--- src/rtl/fifo_pkg.sv ---
// rtl/fifo_pkg.sv - shared FIFO defaults and size derivations
package fifo_pkg;

    localparam int FIFO_DATA_SIZE = 10;
    localparam int FIFO_ADDR_SIZE = 3;
    localparam int FIFO_AF_THRESH = 6;
    localparam int FIFO_AE_THRESH = 1;

    function automatic int fifo_depth(input int addr_size);
        return 1 << addr_size;
    endfunction

    // One extra bit so a completely full FIFO is distinguishable from empty.
    function automatic int fifo_cnt_width(input int addr_size);
        return addr_size + 1;
    endfunction

endpackage

--- src/rtl/fifo_ram_dp.sv ---
// rtl/fifo_ram_dp.sv - dual-port storage array, sync write, registered read
module fifo_ram_dp import fifo_pkg::*; #(
    parameter int DATA_SIZE = FIFO_DATA_SIZE,
    parameter int ADDR_SIZE = FIFO_ADDR_SIZE
) (
    input  logic                 clk,
    input  logic                 reset,
    input  logic                 wr_en,
    input  logic [ADDR_SIZE-1:0] wr_addr,
    input  logic [DATA_SIZE-1:0] wr_data,
    input  logic                 rd_en,
    input  logic [ADDR_SIZE-1:0] rd_addr,
    output logic [DATA_SIZE-1:0] rd_data
);

    localparam int DEPTH = fifo_depth(ADDR_SIZE);

    logic [DATA_SIZE-1:0] mem_q [DEPTH];
    logic [DATA_SIZE-1:0] rd_data_q;

    // Storage is never cleared; only the read register is reset.
    always_ff @(posedge clk) begin
        if (wr_en) begin
            mem_q[wr_addr] <= wr_data;
        end
    end

    // A same-address write in this cycle is not visible: the old word is read.
    always_ff @(posedge clk) begin
        if (reset) begin
            rd_data_q <= '0;
        end else if (rd_en) begin
            rd_data_q <= mem_q[rd_addr];
        end
    end

    assign rd_data = rd_data_q;

endmodule

--- src/rtl/fifo_mem_ctrl.sv ---
// rtl/fifo_mem_ctrl.sv - single-clock FIFO with flags; FIFO_ERR_EN adds sticky error flags
module fifo_mem_ctrl import fifo_pkg::*; #(
    parameter int DATA_SIZE = FIFO_DATA_SIZE,
    parameter int ADDR_SIZE = FIFO_ADDR_SIZE,
    parameter int AF_THRESH = FIFO_AF_THRESH,
    parameter int AE_THRESH = FIFO_AE_THRESH
) (
    input  logic                 clk,
    input  logic                 reset,
    input  logic                 push,
    input  logic                 pop,
    input  logic [DATA_SIZE-1:0] data_in,
    output logic [DATA_SIZE-1:0] data_out,
    output logic                 valid_out,
    output logic                 full,
    output logic                 empty,
    output logic                 almost_full,
    output logic                 almost_empty,
`ifdef FIFO_ERR_EN
    output logic                 err_overflow,
    output logic                 err_underflow,
`endif
    output logic [ADDR_SIZE:0]   fifo_count
);

    localparam int DEPTH = fifo_depth(ADDR_SIZE);
    localparam int CNT_W = fifo_cnt_width(ADDR_SIZE);

    logic [ADDR_SIZE-1:0] wr_ptr_q, wr_ptr_d;
    logic [ADDR_SIZE-1:0] rd_ptr_q, rd_ptr_d;
    logic [CNT_W-1:0]     count_q, count_d;
    logic                 valid_out_q;
    logic                 pop_acc;
    logic                 wr_acc;

    // A pop frees a slot in the same cycle, so a full FIFO still takes a push alongside it.
    assign pop_acc = pop && !empty;
    assign wr_acc  = !reset && push && (!full || pop_acc);

    always_comb begin
        wr_ptr_d = wr_ptr_q;
        rd_ptr_d = rd_ptr_q;
        count_d  = count_q;
        if (wr_acc) begin
            wr_ptr_d = wr_ptr_q + 1'b1;
        end
        if (pop_acc) begin
            rd_ptr_d = rd_ptr_q + 1'b1;
        end
        if (wr_acc && !pop_acc) begin
            count_d = count_q + 1'b1;
        end else if (pop_acc && !wr_acc) begin
            count_d = count_q - 1'b1;
        end
    end

    always_ff @(posedge clk) begin
        if (reset) begin
            wr_ptr_q    <= '0;
            rd_ptr_q    <= '0;
            count_q     <= '0;
            valid_out_q <= 1'b0;
        end else begin
            wr_ptr_q    <= wr_ptr_d;
            rd_ptr_q    <= rd_ptr_d;
            count_q     <= count_d;
            valid_out_q <= pop_acc;
        end
    end

    fifo_ram_dp #(
        .DATA_SIZE (DATA_SIZE),
        .ADDR_SIZE (ADDR_SIZE)
    ) u_ram (
        .clk     (clk),
        .reset   (reset),
        .wr_en   (wr_acc),
        .wr_addr (wr_ptr_q),
        .wr_data (data_in),
        .rd_en   (pop_acc),
        .rd_addr (rd_ptr_q),
        .rd_data (data_out)
    );

    assign valid_out    = valid_out_q;
    assign fifo_count   = count_q;
    assign full         = (count_q == CNT_W'(DEPTH));
    assign empty        = (count_q == '0);
    assign almost_full  = (count_q >= CNT_W'(AF_THRESH));
    assign almost_empty = (count_q <= CNT_W'(AE_THRESH));

`ifdef FIFO_ERR_EN
    logic err_overflow_q;
    logic err_underflow_q;

    always_ff @(posedge clk) begin
        if (reset) begin
            err_overflow_q  <= 1'b0;
            err_underflow_q <= 1'b0;
        end else begin
            if (push && full && !pop) begin
                err_overflow_q <= 1'b1;
            end
            if (pop && empty) begin
                err_underflow_q <= 1'b1;
            end
        end
    end

    assign err_overflow  = err_overflow_q;
    assign err_underflow = err_underflow_q;
`endif

endmodule
--- config.mk ---
export PLATFORM = sky130hd
export DESIGN_NAME = fifo_mem_ctrl
export DESIGN_NICKNAME = d
export VERILOG_FILES = /design/src/rtl/fifo_pkg.sv /design/src/rtl/fifo_ram_dp.sv /design/src/rtl/fifo_mem_ctrl.sv
export SDC_FILE = /design/constraint.sdc
export NUM_CORES = 1
export LEC_CHECK = 0
export ABC_CLOCK_PERIOD_IN_PS = 2200
export CAP_MARGIN = 25
export CORE_MARGIN = 2
export CORE_UTILIZATION = 44
export CTS_BUF_LIST = sky130_fd_sc_hd__clkbuf_4
export CTS_CLUSTER_DIAMETER = 60
export CTS_CLUSTER_SIZE = 12
export DETAILED_ROUTE_END_ITERATION = 12
export PLACE_DENSITY = 0.63
export SLEW_MARGIN = 25
export SYNTH_ARGS = -nofsm -noshare
export SYNTH_HDL_FRONTEND = slang
export SYNTH_SLANG_ARGS = --single-unit
--- constraint.sdc ---
create_clock -name clk -period 2.2 [get_ports clk]
set_input_delay 0.22 -clock clk [delete_from_list [all_inputs] [get_ports clk]]
set_output_delay 0.22 -clock clk [all_outputs]
set_load 0.03 [all_outputs]
Yosys cells after proc, flatten, opt, wreduce, memory -nomap -nowiden
Memories as Yosys holds them, arrays and structs flattened. A register that Yosys moved wholly into a read port is not among the register bits.
Cells that the tools add are included.
{"block": "word_totals", "ram_bits": 80, "in_bits": 14, "mem_count": 1, "out_inout_bits": 19, "word_cells": 29, "reg_bits": 11}
{"block": "op_classes", "muxes": 4, "addsub": 4, "n_eq_ne": 1, "reduce_logical": 13, "n_lt_le_gt_ge": 2}
{"name": "u_ram.mem_q", "depth": 8, "width": 10, "read_ports": 1, "rd_clocked_by_memory_dff": 1, "write_ports": 1, "line": "fifo_ram_dp.sv:18", "text": "logic [DATA_SIZE-1:0] mem_q [DEPTH];"}
{"op": "4-bit two-way mux", "n": 2}
{"op": "3-bit by 1-bit adder with 3-bit output, second input constant", "n": 2}
{"op": "1-bit logical AND", "n": 5}
{"op": "1-bit logical NOT", "n": 5}
{"op": "4-bit by 1-bit adder with 4-bit output, second input constant", "n": 1}
{"op": "4-bit equality test, second input constant", "n": 1}
{"op": "4-bit by 3-bit >= comparator with 1-bit output, second input constant", "n": 1}
{"op": "4-bit by 1-bit <= comparator with 1-bit output, second input constant", "n": 1}
{"op": "4-bit logical NOT", "n": 1}
{"op": "4-bit by 1-bit subtractor with 4-bit output, second input constant", "n": 1}
{"op": "1-bit two-way mux", "n": 2}
{"op": "2-bit nonzero test", "n": 1}
{"op": "1-bit logical OR", "n": 1}

Longest topological paths before layout
Gate-level depths: netlist (run 1).
{"block": "depth", "ltp_word": 9, "ltp_mapped": 10}

Cells and area by module
Synthesis (run 1) repeated with hierarchy kept, for this count alone.
{"block": "unflattened", "hier_cells": 265, "hier_area_um2": 4132.7}
{"mod": "fifo_ram_dp", "seq_area_each_um2": 2602.5, "instances": 1, "cells_each": 196, "area_each_um2": 3504.6}
{"mod": "fifo_mem_ctrl", "seq_area_each_um2": 220.2, "instances": 1, "cells_each": 69, "area_each_um2": 628.1}

Least setup slack after synthesis (run 1)
OpenSTA, ideal clock, no wires.
{"block": "synth_path", "kind": "reg-to-reg", "from": "register count_q[0] (netlist: fifo_count[0])", "to": "memory u_ram.mem_q[0][0] in the netlist's numbering (enable)", "arrival_ns": 2.215, "stages_incl_launch_ff": 7, "setup_ns": 0.390, "path_slack_ns": -0.405, "synth_period_minus_slack_ns": 2.605, "path_cell_list": "dfxtp_1 -> inv_1 -> ha_1 -> nor4bb_1 -> nor3b_2 -> nand2b_1 -> nor3_1"}
{"block": "synth_via", "elab_chain_len": 7, "word_cells_on_any_way": 9, "classes_between": "1 x eq/ne; 2 x mux; 6 x reduce/logical"}
{"item": "from (decl)", "line": "fifo_mem_ctrl.sv:31", "text": "logic [CNT_W-1:0] count_q, count_d;"}
{"item": "from (signal assigned)", "line": "fifo_mem_ctrl.sv:66", "text": "count_q <= count_d;"}
{"item": "4-bit logical NOT", "line": "fifo_mem_ctrl.sv:88", "text": "assign empty = (count_q == '0);"}
{"item": "1-bit logical NOT", "line": "fifo_mem_ctrl.sv:37", "text": "assign pop_acc = pop && !empty;"}
{"item": "1-bit logical AND", "line": "fifo_mem_ctrl.sv:37"}
{"item": "1-bit logical OR (*)", "line": "fifo_mem_ctrl.sv:38", "text": "assign wr_acc = !reset && push && (!full || pop_acc);"}
{"item": "1-bit logical AND (*)", "line": "fifo_mem_ctrl.sv:38"}
{"item": "via u_ram.wr_en", "line": "fifo_ram_dp.sv:8", "text": "input logic wr_en,"}
{"item": "1-bit two-way mux (*)", "line": "fifo_ram_dp.sv:23", "text": "if (wr_en) begin"}
{"item": "1-bit two-way mux (implied by the code) (*)", "line": "fifo_ram_dp.sv:24", "text": "mem_q[wr_addr] <= wr_data;"}
{"item": "to (decl)", "line": "fifo_ram_dp.sv:18"}
The timed path passes the listed nets; every way through them passes the cells marked *.

Worst setup path after layout (run 1)
{"block": "layout_path", "from": "register count_q[0] (netlist: fifo_count[0])", "to": "register count_q[3] (netlist: fifo_count[3])"}
{"block": "layout_via", "elab_chain_len": 8, "word_cells_on_any_way": 16, "classes_between": "2 x add/sub; 1 x eq/ne; 2 x mux; 11 x reduce/logical"}
{"item": "parallel branches: the longest is 8 deep, another holds 4-bit by 1-bit subtractor with 4-bit output"}
Parallel ways; which one is timed is not known. The select of a mux whose other input is x is not followed.
A chain may end at the register's enable or synchronous reset.

==> flow_summary.ini, run 1 <==
[status]
status = completed

[timing]
fin_crit_sh = 0.9422
tightest_slew_ps = 605.1
setup_viol_count_final = 0
max_freq_mhz = 482.4
rsz0062_at_grt = no
finalHoldViolCount = 0
slew_headroom = 0.5966
fin_crit_ps = 2073
skew_ps = 16.86
slew_viol_final = 0
tns_ps = 0

[synth]
synth.most_common_cell = edfxtp_1
yosysUniqueCellTypes = 34
synth.area.top_cells = edfxtp_1 (60%), dfxtp_1 (10%), mux2i_1 (10%)
avgSynthCellArea_sq_um = 15.87
syn_nets = 275
synth.largest_area_cell = edfxtp_1
ys_ff_latch = 101
synth_top_area_frac = 0.5981
synthFlopType = edfxtp_1
ys_warn_count = 0
syn_inst = 253
synth_seq_area_share = 0.7028
synth_common_cells = edfxtp_1 (80), mux2i_1 (42), dfxtp_1 (21), a22oi_1 (20), nor2_1 (16)
syn_area_sq_um = 4016
async_flop_share = 0
synth_edf_count = 80

[clock_tree]
insertion_delay_ps = 430
cts_inserted_buffers = 9
clkSinkCount = 101
ctsLongestPathBuffers = 2
cts_tree = yes
h-tree-depth = 3
clkTransAtPathRegs_ps = 150
postCtsSetupRepairBufs = 0
cts_root_buffer = clkbuf_4

[global_routing]
grt_usage = 0.1646
grt_pass1_wl_um = 12200
grt_overflow = 0
grt_max_degree = 43
first_global_vias = 2237
antenna_found_initial = 0

[drt]
wirelength_um = 7707
vias = 2287
wl_per_cell_um = 17.97
viasPerCell = 5.331
ant_nets = 0
drt_iter0_drc = 93
drc = 0
drt_first_pass_iters = 4

[die]
ios = 33
die-area_sq_um = 9908
start_util = 0.4561
fp.dieH_um = 99.54
core-area_sq_um = 8806
rows = 34
die_w_um = 99.54

[placement]
port-buffer-count = 32
placed_cell_area_sq_um = 4681
place_inst = 413
place.gp.congestion = 0.7266
hpwl_um = 4996

[final_layout]
layoutNonFillerInstCount = 429
num-nets-final = 338
n_antenna_cell = 0
stdcell_area_sq_um = 4852
drive_gt1_frac = 0.1838
areaGrowthSynthToFinish_pct = 20.81

[worst_setup_path]
crit_required_ps = 2520
arrival_ps = 2400
critPathMaxFanout = 4
path_class = reg2reg
cp-start-kind = register
cp-end-kind = register

[power]
leakage_nw = 1.691
ir_drop_uv = 612.2
power_density_nw_per_um2 = 1004
p_total_w = 0.004870

[run]
max_cap_violations = 0

[worst_hold_path]
holdCritPathClass = reg2reg
timing repair:
action / 4_1_cts / 5_1_grt
endpoints found under the setup margin: 2 / 5
resized for setup: 4 / 6
hold buffers: 0 / 0
pin swaps: 0 / 1
area by class of cell:
cell class | instances | area [sq um]
Inverter | 4 | 15.01
Tap cell | 108 | 135.1
Sequential cell | 101 | 2831
Clock inverter | 6 | 86.33
Timing Repair Buffer | 63 | 564.3
Multi-Input combinational cell | 137 | 1145
Fill cell | 742 | 3954
Clock buffer | 10 | 75.07
per-stage QoR:
| step | worst slack, ps | util | hold slack [ps] |
|---|---|---|---|
| finish | 127.1 | 0.5510 | 483.6 |
| global route | 17.28 | 0.5510 | 499.6 |
| CTS | 26.59 | 0.5499 | 488.3 |
| detailed placement | 10.89 | 0.5315 | 454.3 |
| global placement | 38.61 | 0.5315 | 453.3 |
| floorplan | 32.07 | - | 318.9 |
sequential cells by signal (all words and copies together), names as in the netlist:
name,count
u_ram.mem_q,80
wr_ptr_q,3
valid_out,1
u_ram.rd_data,10
fifo_count,4
rd_ptr_q,3
layer usage:
| metal | vias to the layer above | GRT usage | routed length [um] |
|---|---|---|---|
| li1 | 1106 | - | - |
| met1 | 1139 | 0.2146 | 3528 |
| met2 | 35 | 0.2692 | 3888 |
| met3 | 7 | 0.04216 | 194 |
| met4 | 0 | 0.05585 | 96 |
| met5 | - | 0 | 0 |
report_power, final:
group	switching (W)	total (W)	leakage (nW)	internal, W
Clock	0.000580	0.00106	0.0884	0.000476
Combinational	0.000851	0.00153	0.706	0.000680
Sequential	0.0000840	0.00228	0.896	0.00220
cell families after synthesis:
family,synth area share
AOI/OAI and AO/OA,0.07757
xor gates and xnor gates,0.01308
adders and majority gates,0.02492
buffers and inverters,0.01900
DFF,0.7028
muxes,0.1047
and+or+nand+nor,0.05795
cells in the final DEF, fill, tap and decap left out, types with 8 or more instances in the layout:
master | synthesis | routed
edfxtp_1 | 80 | 80
mux2i_1 | 42 | 42
buf_4 | 0 | 30
clkdlybuf4s50_1 | 0 | 28
a22oi_1 | 20 | 20
dfxtp_1 | 21 | 18
nor2_1 | 16 | 16
a32o_1 | 10 | 10
clkbuf_4 | 0 | 10
ha_1 | 8 | 8
path summary, 6_finish.rpt:
path	from	endpoint	slack, ps	depth (start not counted)
setup / recovery	fifo_count[0]$_SDFFE_PP0P_	fifo_count[3]$_SDFFE_PP0P_	130	9
hold / removal	u_ram.rd_data[8]$_SDFFE_PP0P_	u_ram.rd_data[8]$_SDFFE_PP0P_	480	1
setup reg to reg	fifo_count[0]$_SDFFE_PP0P_	fifo_count[3]$_SDFFE_PP0P_	130	9
hold reg to reg	u_ram.rd_data[8]$_SDFFE_PP0P_	u_ram.rd_data[8]$_SDFFE_PP0P_	480	1
critical path: stages (launching register included):
cell and delay (ps):
dfxtp_4 370, inv_1 60, ha_1 230, or3b_4 290, nand2_8 60, ha_1 200, or4_1 390, a21oi_1 190
xnor2_1 140, nor2_1 50
(Power assumes the default switching activity.)
==> inputs of run 2 (changes only) <==
Settings changed: CORE_MARGIN 2 to 5.
==> flow_summary.ini, run 2 (synthesis gave the netlist of run 1 again) <==
[drt]
maxUsedRoutingLayer = met4
drc = 0
wirelength_um = 7841
wl_per_cell_um = 18.45
viasPerCell = 5.376
ant_nets = 0
drt_first_pass_iters = 6
vias = 2285
met3_wirelength_um = 355
wl_met1_um = 3313
wl_met2_um = 3999
drt_iter0_drc = 69

[timing]
setup_viol_count_final = 0
finalHoldViolCount = 0
skew_ps = 22.35
fin_hold_ws_ps = 483.3
fin_crit_ps = 2092
slew_viol_final = 0
rsz0062_at_grt = no
max_freq_mhz = 478.0
fin_crit_sh = 0.9508
slew_headroom = 0.6361
tightest_slew_ps = 545.9

[die]
die_w_um = 105.5
start_util = 0.4561
ios = 33
fp.dieH_um = 105.5
core-area_sq_um = 8806
rows = 34
die-area_sq_um = 11140

[power]
p_sw_frac = 0.3206
seqPwrFrac = 0.479
switching_power_w = 0.001528
p_clk_frac = 0.200
power_density_nw_per_um2 = 989.3
internal_power_w = 0.003238
leakage_nw = 1.661
ir_drop_uv = 662.1
p_comb_frac = 0.321

[worst_setup_path]
cpMaxStageDelayCell = or3b_4
arrival_ps = 1870
path_class = reg2out
max_stage_delay_ps = 440
crit_required_ps = 1980
cp_cell_sequence = inv_1 -> ha_1 -> or3b_4 -> inv_2 -> clkdlybuf4s15_2
cp-end-kind = output pin
critPathMaxFanout = 3
cp-start-kind = register

[final_layout]
drive_gt1_frac = 0.1735
final_cell_mix = edfxtp_1 (80), mux2i_1 (42), clkdlybuf4s50_1 (28)
stdcell_area_sq_um = 4817
fin_util = 0.5470
areaGrowthSynthToFinish_pct = 19.94
num-nets-final = 334
top_register = u_ram.mem_q
num-fill-cells = 706
n_antenna_cell = 0
largest_register_ffs = 80
layout_commonest_cell = edfxtp_1

[status]
status = completed

[global_routing]
first_global_vias = 2279
grt_max_degree = 43
grt_overflow = 0
grt_pass1_wl_um = 12580
antenna_found_initial = 0
grt_usage = 0.1492

[clock_tree]
hold_buffers = 0
insertion_delay_ps = 460
clkSinkCount = 101
h-tree-depth = 3
clkTransAtPathRegs_ps = 140
cts_inserted_buffers = 9
ctsLongestPathBuffers = 2
cts_root_buffer = clkbuf_4
cts_tree = yes

[placement]
port-buffer-count = 32
hpwl_um = 5152
placed_cell_area_sq_um = 4663
place.gp.congestion = 0.7684

[run]
max_cap_violations = 0

[worst_hold_path]
holdCritPathClass = reg2reg
-- run 2: worst paths after layout --
check / start / endpoint / slack, ps / cells after the start
worst max-delay path: fifo_count[0]$_SDFFE_PP0P_ / empty / 110 / 5
worst min-delay path: u_ram.rd_data[2]$_SDFFE_PP0P_ / u_ram.rd_data[2]$_SDFFE_PP0P_ / 480 / 1
worst max register to register: fifo_count[0]$_SDFFE_PP0P_ / fifo_count[2]$_SDFFE_PP0P_ / 140 / 7
worst min register to register: u_ram.rd_data[2]$_SDFFE_PP0P_ / u_ram.rd_data[2]$_SDFFE_PP0P_ / 480 / 1
-- run 2: final cells by class --
class	instances	area, sq um	share of cell area
Clock buffer	10	75.07	0.01558
Clock inverter	6	62.56	0.01299
Inverter	4	15.01	0.003117
Multi-Input combinational cell	137	1145	0.2377
Sequential cell	101	2831	0.5878
Tap cell	108	135.1	0.02805
Timing Repair Buffer	59	553.0	0.1148
-- run 2: layer usage --
layer,vias to the layer above,global-route usage
li1,1096,-
met1,1139,0.1824
met2,36,0.2514
met3,14,0.04768
met4,0,0.04995
met5,-,0
-- run 2: stage by stage --
step / power [W] / setup slack [ps] / instances / TNS, ps
2_1_floorplan: 0.003320 / 32.07 / 253 / 0
3_3_place_gp: 0.003846 / 47.05 / 409 / 0
3_5_place_dp: 0.003873 / -1.101 / 409 / -1.101
4_1_cts: 0.004799 / 12.17 / 425 / 0
5_1_grt: 0.005002 / 22.92 / 425 / 0
6_report: 0.004766 / 108.2 / 425 / 0
-- run 2: timing repair --
item | 4_1_cts | 5_1_grt
buffers inserted | 0 | 0
pin swaps | 0 | 1
resized for setup | 4 | 4
setup endpoints to repair | 2 | 5
-- run 2: critical path, delay by kind of cell (launching register included) --
kind / cells / cell delay (ps)
fa+ha+maj: 1 / 190
buf+inv: 3 / 430
simple gates: 1 / 440
flops: 1 / 370
-- run 2: power by group through the flow --
stage	combinational [W]	clock [W]	sequential [W]
floorplan	0.000803	0	0.00252
global placement	0.00153	0	0.00232
detailed placement	0.00155	0	0.00233
CTS	0.00153	0.000985	0.00228
global route	0.00164	0.00106	0.00230
finish	0.00153	0.000952	0.00228
==> inputs of run 3 (changes only) <==
Settings changed: ABC_CLOCK_PERIOD_IN_PS 2200 to 2350, PLACE_DENSITY 0.63 to 0.6.
Clock period 2.2 ns to 2.35 ns, I/O delays scaled along.
==> flow_summary.ini, run 3 (synthesis gave the netlist of run 1 again) <==
[worst_hold_path]
hold_end = u_ram.rd_data[1]$_SDFFE_PP0P_
holdPathStages = 1
holdCritPathClass = reg2reg
hp-start = u_ram.rd_data[1]$_SDFFE_PP0P_

[clock_tree]
cts_root_buffer = clkbuf_4
insertion_delay_ps = 430
clkTransAtPathRegs_ps = 140
postCtsSetupRepairBufs = 0
cts_tree = yes
cts_inserted_buffers = 9
h-tree-depth = 3
clkSinkCount = 101
ctsLongestPathBuffers = 2

[final_layout]
n_antenna_cell = 0
final_cell_mix = edfxtp_1 (80), mux2i_1 (42), clkdlybuf4s50_1 (31)
fin_util = 0.5436
num-fill-cells = 724
regArea_sq_um = 2826
num-nets-final = 336
top_register = u_ram.mem_q
multi_input_area_sq_um = 1136
areaGrowthSynthToFinish_pct = 19.19
drive_gt1_frac = 0.1724
layout_commonest_cell = edfxtp_1
stdcell_area_sq_um = 4787
largest_register_ffs = 80

[worst_setup_path]
crit_required_ps = 2120
cp-start-kind = register
crit_family = buffers and inverters
cp_cell_sequence = inv_1 -> ha_1 -> or3b_4 -> inv_2 -> dlygate4sd2_1
critPathMaxFanout = 5
cpMaxStageDelayCell = or3b_4
r2r_cells = 9
path_class = reg2out
cp-end-kind = output pin
arrival_ps = 1950
worst-r2r-setup-slack_ps = 220
r2r-end = fifo_count[3]$_SDFFE_PP0P_
reg2reg_from = fifo_count[0]$_SDFFE_PP0P_
max_stage_delay_ps = 460
critical_path_buf_inv_count = 3

[global_routing]
grt_max_degree = 26
grt_pass1_wl_um = 12550
first_global_vias = 2307
antenna_found_initial = 0
grt_overflow = 0
grt_usage = 0.1494

[timing]
tightest_slew_ps = 631.5
finalHoldViolCount = 0
slew_headroom = 0.5790
fin_crit_ps = 2186
max_freq_mhz = 457.4
skew_ps = 9.092
setup_viol_count_final = 0
fin_crit_sh = 0.9304
slew_viol_final = 0
setup_slack_ps = 163.5
rsz0062_at_grt = no
tns_ps = 0

[placement]
placed_cell_area_sq_um = 4642
place.gp.congestion = 0.7338
port-buffer-count = 32
place_ws_ps = 88.64
hpwl_um = 5257

[power]
p_total_w = 0.004392
power_density_nw_per_um2 = 917.4
ir_drop_uv = 584.9
leakage_nw = 1.627

[drt]
drt_iter0_drc = 98
drc = 0
vias = 2332
ant_nets = 0
drt_first_pass_iters = 4
wl_per_cell_um = 18.63
viasPerCell = 5.461
wirelength_um = 7956

[status]
status = completed

[die]
die-area_sq_um = 11140
core-area_sq_um = 8806
die_w_um = 105.5
rows = 34
start_util = 0.4561
ios = 33
fp.dieH_um = 105.5

[run]
max_cap_violations = 0
run 3: cell count changes in the layout (fill, tap and decap cells not counted), sizes merged:
| cell | previous run | this run |
|---|---|---|
| clkdlybuf4s50 | 28 | 31 |
| clkdlybuf4s15 | 1 | 0 |
| dlymetal6s2s | 2 | 0 |
| buf | 27 | 29 |
run 3: cell type report:
class	count	share of cell area
well taps	108	0.02823
clock inverters	6	0.01307
clock buffers	10	0.01568
inverters	4	0.003136
repair buffers	61	0.1121
multi-input cells	137	0.2373
flip-flops and latches	101	0.5904
run 3: how the worst max path moves through the flow:
stage | from | endpoint | slack, ps | depth (start not counted)
after detailed placement | pop | fifo_count[3]$_SDFFE_PP0P_ | 90 | 8
after floorplan | fifo_count[0]$_SDFFE_PP0P_ | fifo_count[3]$_SDFFE_PP0P_ | 110 | 10
after global routing | fifo_count[0]$_SDFFE_PP0P_ | fifo_count[3]$_SDFFE_PP0P_ | 10 | 9
after global placement | pop | fifo_count[3]$_SDFFE_PP0P_ | 110 | 8
after CTS | fifo_count[0]$_SDFFE_PP0P_ | empty | 120 | 5
final | fifo_count[0]$_SDFFE_PP0P_ | empty | 160 | 5
run 3: report_power, final:
| group | total, W | internal (W) | switching (W) |
|---|---|---|---|
| combinational | 0.00137 | 0.000603 | 0.000772 |
| clock | 0.000879 | 0.000336 | 0.000543 |
| sequential | 0.00214 | 0.00205 | 0.0000836 |
| total | 0.00439 | 0.00299 | 0.00140 |
run 3: timing repair:
item,4_1_cts,5_1_grt
pin swaps,0,0
resized for setup,2,1
hold buffers,0,0
setup endpoints to repair,1,1
run 3: stage by stage:
stage | hold slack, ps | cells
floorplan | 333.9 | 253
global placement | 448.6 | 411
detailed placement | 453.5 | 411
CTS | 486.8 | 427
global route | 504.8 | 427
finish | 481.4 | 427
run 3: worst reg2reg max path, stage by stage (launching register included):
cell	delay, ps
dfxtp_2	350
inv_1	100
ha_1	180
nor4bb_2	350
nor3b_2	90
ha_1	200
or4_1	390
a21oi_1	190
xnor2_1	140
nor2_1	50
run 3: metal layers:
layer,vias up,routed length (um),GRT usage
met5,-,0,0
met4,0,155,0.05828
met3,12,273,0.02995
met2,36,3902,0.2400
met1,1176,3625,0.2010
li1,1108,-,-
==> edit, RTL diff (settings of run 2) <==
Change the package constant `FIFO_ADDR_SIZE` from 3 to 5.
--- a/src/rtl/fifo_pkg.sv
+++ b/src/rtl/fifo_pkg.sv
@@ -2,7 +2,7 @@
 package fifo_pkg;
 
     localparam int FIFO_DATA_SIZE = 10;
-    localparam int FIFO_ADDR_SIZE = 3;
+    localparam int FIFO_ADDR_SIZE = 5;
     localparam int FIFO_AF_THRESH = 6;
     localparam int FIFO_AE_THRESH = 1;
 
Ports: changed (resized fifo_count); port bits go from 33 to 35. No check against the original RTL was run, so the function may have changed too.
==> edit against run 2 <==
The run now ends with negative setup slack left. Register-to-register slack got worse by 0.33 ns. Cell area rose to 3.5 times the old value. Power rose to 3.3 times the old value. Area after synthesis rose to 3.4 times the old value. Wire length rose to 4.0 times the old value. Worst setup slack got worse by 0.30 ns. Sequential cell count rose by 246. Combinational power rose to 3.2 times the old value. Largest cell class unchanged.
==> edit: results (changes against run 2) <==
| Metric | Value |
|---|---|
| Nets | 886 (+170%) |
| Worst Tran Pin Value | 0.8114 ns (+0.2655 ns) |
| Drt total wl | 31380 um (+300%) |
| First-pass GRT wire length | 47620 um (+280%) |
| Violated checks | negative setup slack |
| H-Tree Depth | 2 (-1) |
| Worst Path Max Fanout | 5 (+2) |
| PortBufs | 34 (+6.3%) |
| Final Setup Violations | 169 (+169) |
| Peak VDD IR | 1193 uV (+80%) |
| Clk buf depth | 3 (+1) |
| Register area share after synthesis | 0.7450 (+0.04224) |
| Clock Latency Late Sink | 0.66 ns (+0.20 ns) |
| Most common library cells after synthesis | 320 x edfxtp_1, 64 x mux2i_1, 61 x nor2_1 |
| Number of global-route vias before repair | 7703 (+240%) |
| Final WS setup | -0.1896 ns (-0.2978 ns) |
| Post-Place Worst Slack | -0.1973 ns (-0.1962 ns) |
| Outcome | finished, violations left |
| Mapped Cells | 729 (+190%) |
| Max reg flops | 320 (+300%) |
| Delay of the slowest critical-path stage | 0.48 ns (+0.04 ns) |
| Initial antenna violation count | 1 (+1) |
| Crit path DAT | 2.93 ns (+1.06 ns) |
| Vias after detailed routing | 7325 (+220%) |
| First-pass DRT Iterations | 4 (-2) |
| Leakage | 5.328 nW (+220%) |
| DP Wirelength | 19620 um (+280%) |
| Number of placed cells counting well taps | 1204 (+190%) |
| CTS Buf Count | 35 (+26) |
| Via-to-Cell Ratio | 5.696 (+5.9%) |
| Synth area leaders | edfxtp_1 71%, mux4_2 7.9%, mux2i_1 4.7% |
| CP max-delay cell | or4b_4 |
| Clock skew | 0.03794 ns (+0.01560 ns) |
## edit: cell families (layout without fill, tap and decap cells)
group / Yosys count / after routing / share of synthesized area
flops: 347 / 347 / 0.7450
mux: 114 / 114 / 0.1302
simple gates: 109 / 109 / 0.04004
compound gates: 86 / 86 / 0.04950
buf+inv: 53 / 213 / 0.01956
fa+ha+maj: 10 / 10 / 0.009184
xor+xnor: 10 / 10 / 0.006429
other cells: 0 / 1 / 0
## edit: metal layers
metal  vias up  track usage  wire length (um)
li1       3231            -                 -
met2       238       0.3015             15670
met3        33      0.02716              1872
met5         -            0                 0
met4         0      0.04605               521
met1      3823       0.2646             13320
## edit: path summary, 6_finish.rpt
path | cells past startpoint | startpoint | to
setup / recovery | 10 | fifo_count[0] | fifo_count[5]
hold / removal | 2 | data_in[2] | u_ram.mem_q[11][2]
setup reg to reg | 10 | fifo_count[0] | fifo_count[5]
hold reg to reg | 1 | u_ram.rd_data[4] | u_ram.rd_data[4]
## edit: what timing repair did
action / in CTS / in global routing
endpoints found under the setup margin: 18 / 25
gates resized for setup: 46 / 57
pin swaps: 33 / 26
cloned: 2 / 0
hold endpoints to repair: 0 / 0
buffers inserted: 13 / 7
## edit: power by group
part           switching [mW]  internal [mW]
logic                    2.39           2.56
registers               0.175           7.39
clock network            1.99           1.44
## edit: cell type report
cell class | count | area (um^2) | share of cell area
tap | 396 | 495.5 | 0.02979
inverter | 8 | 35.03 | 0.002107
clock buffer | 58 | 435.4 | 0.02618
antenna | 1 | 2.502 | 0.0001505
multi-input combinational | 329 | 3647 | 0.2193
clock inverter | 6 | 77.57 | 0.004664
timing repair buffer | 141 | 1768 | 0.1063
sequential | 347 | 10170 | 0.6115
